**src/rtl/ex_stage.sv**
```systemverilog
// Execute stage of the SimpleRisc pipeline: single-cycle ALU, flags, branch resolution,
// and an iterative signed restoring divider that stalls upstream while busy.
module ex_stage #(
    parameter int unsigned DW         = 32,
    parameter int unsigned DIV_CYCLES = 32
) (
    input  logic          Clk,
    input  logic          Rst,
    input  logic          in_valid,
    output logic          in_ready,
    input  logic [DW-1:0] Instruction,
    input  logic [DW-1:0] PC_Current,
    input  logic [DW-1:0] op1,
    input  logic [DW-1:0] op2,
    input  logic [DW-1:0] Immd,
    input  logic [DW-1:0] Branch_Target,
    input  logic [4:0]    AluSignal,
    input  logic          IsSt,
    input  logic          IsLd,
    input  logic          IsBeq,
    input  logic          IsBgt,
    input  logic          IsRet,
    input  logic          IsImmediate,
    input  logic          IsWb,
    input  logic          IsUBranch,
    input  logic          IsCall,
    output logic          out_valid,
    input  logic          out_ready,
    output logic [DW-1:0] out_Instruction,
    output logic [DW-1:0] out_PC_Current,
    output logic [DW-1:0] out_AluResult,
    output logic [DW-1:0] out_op2,
    output logic          out_IsSt,
    output logic          out_IsLd,
    output logic          out_IsWb,
    output logic          out_IsCall,
    output logic          branch_taken,
    output logic [DW-1:0] branch_pc,
    output logic          flag_E,
    output logic          flag_GT
);

    localparam int unsigned SHW = $clog2(DW);
    localparam int unsigned CW  = $clog2(DIV_CYCLES + 1);

    typedef enum logic [1:0] {IDLE, DIV_BUSY, DIV_DONE} state_t;

    typedef enum logic [4:0] {
        ALU_ADD = 5'd0,  ALU_SUB = 5'd1,  ALU_MUL = 5'd2,  ALU_DIV = 5'd3,
        ALU_MOD = 5'd4,  ALU_CMP = 5'd5,  ALU_AND = 5'd6,  ALU_OR  = 5'd7,
        ALU_NOT = 5'd8,  ALU_MOV = 5'd9,  ALU_LSL = 5'd10, ALU_LSR = 5'd11,
        ALU_ASR = 5'd12
    } alu_op_t;

    state_t state;

    logic [DW-1:0] b_val, alu_res, abs_a, abs_b;
    logic          accept, is_div_op, take, out_free;

    // Divider working state plus the instruction fields held while it runs
    logic [DW-1:0] div_q, div_r, div_d;
    logic [CW-1:0] div_cnt;
    logic          div_sa, div_sb, div_mod, div_zero;
    logic [DW-1:0] hold_instr, hold_pc, hold_op2;
    logic          hold_st, hold_ld, hold_wb, hold_call;

    logic [DW:0]   r_shift, diff;
    logic [DW-1:0] q_fin, r_fin, div_res;

    assign out_free  = !out_valid || out_ready;
    assign in_ready  = (state == IDLE) && out_free;
    assign accept    = in_valid && in_ready;
    assign is_div_op = (AluSignal == ALU_DIV) || (AluSignal == ALU_MOD);
    assign take      = !is_div_op && (IsUBranch || (IsBeq && flag_E) || (IsBgt && flag_GT));

    always_comb begin
        b_val   = IsImmediate ? Immd : op2;
        abs_a   = op1[DW-1] ? -op1 : op1;
        abs_b   = b_val[DW-1] ? -b_val : b_val;
        alu_res = '0;
        case (AluSignal)
            ALU_ADD: alu_res = op1 + b_val;
            ALU_SUB: alu_res = op1 - b_val;
            ALU_MUL: alu_res = op1 * b_val;
            ALU_AND: alu_res = op1 & b_val;
            ALU_OR:  alu_res = op1 | b_val;
            ALU_NOT: alu_res = ~b_val;
            ALU_MOV: alu_res = b_val;
            ALU_LSL: alu_res = op1 << b_val[SHW-1:0];
            ALU_LSR: alu_res = op1 >> b_val[SHW-1:0];
            ALU_ASR: alu_res = $unsigned($signed(op1) >>> b_val[SHW-1:0]);
            default: alu_res = '0;
        endcase
    end

    // Restoring step: shift next dividend bit into the partial remainder, subtract if it fits
    always_comb begin
        r_shift = {div_r, div_q[DW-1]};
        diff    = r_shift - {1'b0, div_d};
        q_fin   = div_zero ? '1 : ((div_sa ^ div_sb) ? -div_q : div_q);
        r_fin   = div_sa ? -div_r : div_r;
        div_res = div_mod ? r_fin : q_fin;
    end

    always_ff @(posedge Clk or posedge Rst) begin
        if (Rst) begin
            state           <= IDLE;
            out_valid       <= 1'b0;
            out_Instruction <= '0;
            out_PC_Current  <= '0;
            out_AluResult   <= '0;
            out_op2         <= '0;
            out_IsSt        <= 1'b0;
            out_IsLd        <= 1'b0;
            out_IsWb        <= 1'b0;
            out_IsCall      <= 1'b0;
            branch_taken    <= 1'b0;
            branch_pc       <= '0;
            flag_E          <= 1'b0;
            flag_GT         <= 1'b0;
            div_q           <= '0;
            div_r           <= '0;
            div_d           <= '0;
            div_cnt         <= '0;
            div_sa          <= 1'b0;
            div_sb          <= 1'b0;
            div_mod         <= 1'b0;
            div_zero        <= 1'b0;
            hold_instr      <= '0;
            hold_pc         <= '0;
            hold_op2        <= '0;
            hold_st         <= 1'b0;
            hold_ld         <= 1'b0;
            hold_wb         <= 1'b0;
            hold_call       <= 1'b0;
        end else begin
            branch_taken <= 1'b0;
            if (out_valid && out_ready)
                out_valid <= 1'b0;

            case (state)
                IDLE: begin
                    if (accept && is_div_op) begin
                        div_d      <= abs_b;
                        div_sa     <= op1[DW-1];
                        div_sb     <= b_val[DW-1];
                        div_mod    <= (AluSignal == ALU_MOD);
                        div_zero   <= (b_val == '0);
                        div_cnt    <= '0;
                        hold_instr <= Instruction;
                        hold_pc    <= PC_Current;
                        hold_op2   <= op2;
                        hold_st    <= IsSt;
                        hold_ld    <= IsLd;
                        hold_wb    <= IsWb;
                        hold_call  <= IsCall;
                        // Divide by zero parks |A| as the remainder so the normal sign fix yields A
                        if (b_val == '0) begin
                            div_q <= '0;
                            div_r <= abs_a;
                            state <= DIV_DONE;
                        end else begin
                            div_q <= abs_a;
                            div_r <= '0;
                            state <= DIV_BUSY;
                        end
                    end else if (accept) begin
                        out_valid       <= 1'b1;
                        out_Instruction <= Instruction;
                        out_PC_Current  <= PC_Current;
                        out_AluResult   <= alu_res;
                        out_op2         <= op2;
                        out_IsSt        <= IsSt;
                        out_IsLd        <= IsLd;
                        out_IsWb        <= IsWb;
                        out_IsCall      <= IsCall;
                        if (AluSignal == ALU_CMP) begin
                            flag_E  <= (op1 == b_val);
                            flag_GT <= ($signed(op1) > $signed(b_val));
                        end
                        if (take) begin
                            branch_taken <= 1'b1;
                            branch_pc    <= IsRet ? op1 : Branch_Target;
                        end
                    end
                end
                DIV_BUSY: begin
                    if (!diff[DW]) begin
                        div_r <= diff[DW-1:0];
                        div_q <= {div_q[DW-2:0], 1'b1};
                    end else begin
                        div_r <= r_shift[DW-1:0];
                        div_q <= {div_q[DW-2:0], 1'b0};
                    end
                    div_cnt <= div_cnt + CW'(1);
                    if (div_cnt == CW'(DIV_CYCLES - 1))
                        state <= DIV_DONE;
                end
                DIV_DONE: begin
                    if (out_free) begin
                        out_valid       <= 1'b1;
                        out_Instruction <= hold_instr;
                        out_PC_Current  <= hold_pc;
                        out_AluResult   <= div_res;
                        out_op2         <= hold_op2;
                        out_IsSt        <= hold_st;
                        out_IsLd        <= hold_ld;
                        out_IsWb        <= hold_wb;
                        out_IsCall      <= hold_call;
                        state           <= IDLE;
                    end
                end
                default: state <= IDLE;
            endcase
        end
    end

endmodule
```
**config.mk**
```make
export PLATFORM = sky130hd
export DESIGN_NAME = ex_stage
export DESIGN_NICKNAME = d
export VERILOG_FILES = /design/src/rtl/ex_stage.sv
export SDC_FILE = /design/constraint.sdc
export NUM_CORES = 2
export LEC_CHECK = 0
export CAP_MARGIN = 20
export CORE_ASPECT_RATIO = 1.5
export CORE_MARGIN = 1
export CORE_UTILIZATION = 52
export CTS_CLUSTER_DIAMETER = 120
export DETAILED_ROUTE_END_ITERATION = 10
export MAX_ROUTING_LAYER = met4
export PLACE_DENSITY = 0.72
export SETUP_SLACK_MARGIN = 0.05
export SYNTH_ARGS = -nofsm -noshare
export SYNTH_HDL_FRONTEND = slang
export SYNTH_SLANG_ARGS = --single-unit
```
**constraint.sdc**
```tcl
create_clock -name Clk -period 15 [get_ports Clk]
set_input_delay 2.25 -clock Clk [delete_from_list [all_inputs] [get_ports Clk]]
set_output_delay 2.25 -clock Clk [all_outputs]
set_load 0.02 [all_outputs]
```
==> summary.md <==
| Metric | Value |
|---|---|
| Outcome | completed |
| Antenna violations before repair | 16 |
| CTS tree | yes |
| Fraction of layout cells with a size suffix above 1 | 0.0558 |
| Critical Path RT | 15.43 ns |
| CP Capture Type | flip-flop |
| Fin crit share | 0.744 |
| Setup TNS | 0 ns |
| Final Hold Viols | 0 |
| Critical Path AT | 11.59 ns |
| Vias in the first global route | 45300 |
| Synth Instances | 5559 |
| # rows | 131 |
| Global route total overflow | 0 |
| Drt drc | 0 |
| Synth warn | 0 |
| Io pins | 379 |
| Min-delay src | out_AluResult[11]$_DFFE_PP0P_ |
| Worst Hold Class | flip-flop to flip-flop |
| Antenna Nets Post-Route | 0 |
| Clock latency on the worst-skew pair | 0.59 ns |
| Final setup viols | 0 |
| DR pass1 iterations | 9 |
| Library cells used by synthesis | 93 |
| Worst Hold End | out_AluResult[11]$_DFFE_PP0P_ |
| Die area | 86800 µm² |
| Synth Register Bits | 376 |
| Nets@finish | 6622 |
| Slew Viols, Final | 0 |
| DRT iter0 DRCs | 5205 |
| Wire length per cell | 31.7 µm |
| Post-route minimum period | 11.16 ns |
| Fmax | 89.6 MHz |
| DR vias/cell | 6.57 |
| CP startpoint kind | primary input |
| First-pass GRT wire length | 311 mm |
| Max Cap Viol | 0 |
| Synth-to-layout area growth | 14.3% |
| Top_reg_cell synth | dfrtp_1 |
| GPL Wtd Cong | 1.11 |
| Syn_area_per_cell | 8.01 µm² |
| CTS Sinks | 376 |
| Worst reg2reg path depth | 15 |
| Critical-path maximum fanout | 22 |
| Worst-Margin Slew | 1.40 ns |
| Final WL | 219 mm |
| Core ar. | 84900 µm² |
| Chip width | 241 µm |
| Cell Area, Synth | 44500 µm² |
| # port buffers | 378 |
| Worst R2R Setup Slack | 10.56 ns |
| Clock transition at path regs | 0.06 ns |
| Vias | 45400 |
| Largest net degree at the start of global routing | 113 |
| Clock skew | 0.0307 ns |
| H-tree lvl count | 2 |
| Number of synthesized flops with an enable pin | 0 |
| Buffer depth of the longest clock path | 3 |
| Post-synthesis sequential area ratio | 0.211 |
| Die H | 360 µm |
| Worst r2r src | div_q[31]$_DFFE_PP0P_ |
| Initial Utilization | 0.525 |
| Worst relative slew slack | 0.0657 |
| Kind of critical path | primary input to flip-flop |
| Total track usage | 0.517 |
| Ys async rst share | 1.00 |
| Hold path cells | 2 |
| Root Buffer | clkbuf_16 |
| CTS resizes | 0 |
| HPWL Detailed | 165 mm |
| Reg2reg end | div_r[30]$_DFFE_PP0P_ |
| Unrepaired setup endpoints after global routing | false |
| Post-CTS setup buffers | 0 |
| CTS buffer count | 37 |
| # hold bufs at CTS | 0 |
| Syn nets | 6437 |
-- layout by cell type, fill, tap and decap left out, types with 73 or more instances in the layout --
cell type	count
nand2_1	996
nor2_1	694
inv_1	493
fa_1	411
dfrtp_1	376
clkdlybuf4s50_1	374
o21ai_0	320
ha_1	257
a21oi_1	231
xnor2_1	188
buf_4	144
a31oi_1	142
mux2i_1	120
xor2_1	76
nor3_1	73
-- cell usage after synthesis, types with 37 or more instances --
cell	n	share of area
nor2_1	697	0.059
inv_1	496	0.042
ha_1	257	0.072
nor3_1	74	0.0083
dfrtp_1	376	0.21
nand3_1	61	0.0069
a31oi_1	142	0.020
nand2_1	996	0.084
xnor2_1	188	0.037
fa_1	411	0.18
buf_1	37	0.0031
clkbuf_1	306	0.026
xor2_1	77	0.015
a21oi_1	231	0.026
a22oi_1	44	0.0074
a211oi_1	42	0.0071
o21ai_0	320	0.036
mux2i_1	133	0.030
o31ai_1	38	0.0064
a221oi_1	46	0.0090
o211ai_1	47	0.0079
-- worst max-delay path: stages --
cell and delay, ns:
buf_4 0.37, buf_4 0.56, mux2i_4 0.55, buf_4 0.38, inv_2 0.19, ha_1 0.53
fa_1 0.59, fa_1 0.52, inv_1 0.06, fa_1 0.47, fa_1 0.55, inv_1 0.05
fa_1 0.59, fa_1 0.47, fa_1 0.54, fa_1 0.43, ha_1 0.43, inv_1 0.13
a21oi_1 0.21, nor2_1 0.07, a21oi_1 0.13, o22ai_1 0.11, a221oi_1 0.31, o221ai_1 0.21
a311oi_1 0.28, o21ai_0 0.24, a21oi_1 0.19, o22ai_1 0.10
-- worst max path at each step --
stage | startpoint | end | slack (ns) | cells past startpoint
3_3_place_gp | IsImmediate | out_AluResult[27]$_DFFE_PP0P_ | 3.47 | 28
3_5_place_dp | IsImmediate | out_AluResult[31]$_DFFE_PP0P_ | 3.50 | 27
6_report | IsImmediate | out_AluResult[27]$_DFFE_PP0P_ | 3.84 | 28
2_1_floorplan | Rst | branch_pc[0]$_DFFE_PP0P_ | 2.31 | 1
5_1_grt | IsImmediate | out_AluResult[30]$_DFFE_PP0P_ | 3.65 | 29
4_1_cts | IsImmediate | out_AluResult[30]$_DFFE_PP0P_ | 4.03 | 27
-- cell families after synthesis --
logic type               after synthesis  share of synthesized area
adder cells (fa/ha/maj)              668                      0.257
AO/OA/AOI/OAI                       1159                      0.166
XOR/XNOR                             265                     0.0521
flip-flops                           376                      0.211
multiplexers                         178                     0.0496
buffers and inverters                900                     0.0775
AND/OR/NAND/NOR                     2013                      0.187
-- layout make-up --
type	instances	area [µm²]
multi-input cells	4283	31900
fillers	7704	34000
inverters	520	1960
clock buffers	48	1080
well taps	1130	1410
clock inverters	16	176
repair buffers	526	4950
flip-flops and latches	376	9410
diodes	19	47.5
-- routing by layer --
layer / share of wire / vias up / GRT usage
li1: - / 18900 / -
met1: 0.32 / 22000 / 0.542
met2: 0.44 / 3219 / 0.773
met3: 0.11 / 1280 / 0.132
met4: 0.13 / 0 / 0.518
met5: 0 / - / -
-- sequential cells by signal, indices dropped and copies added, names as in the netlist, 2 cells and up --
| name | count |
|---|---|
| branch_pc | 32 |
| div_cnt | 6 |
| div_d | 32 |
| div_q | 32 |
| div_r | 32 |
| hold_instr | 32 |
| hold_op2 | 32 |
| hold_pc | 32 |
| out_AluResult | 32 |
| out_Instruction | 32 |
| out_PC_Current | 32 |
| out_op2 | 32 |
| state | 2 |
-- metrics by stage --
stage / util / cells / area (µm²) / setup WS (ns) / hold WS (ns)
after floorplan: - / 5559 / 44500 / 2.31 / 0.446
after global placement: 0.583 / 6831 / 49500 / 3.47 / 0.453
after detailed placement: 0.584 / 6832 / 49500 / 3.50 / 0.459
after CTS: 0.598 / 6896 / 50800 / 4.03 / 0.474
after global routing: 0.599 / 6913 / 50900 / 3.65 / 0.489
final: 0.600 / 6918 / 50900 / 3.84 / 0.471
Power is not shown: default switching activity piles up to over one toggle a cycle in this logic, so the estimate is an artifact.
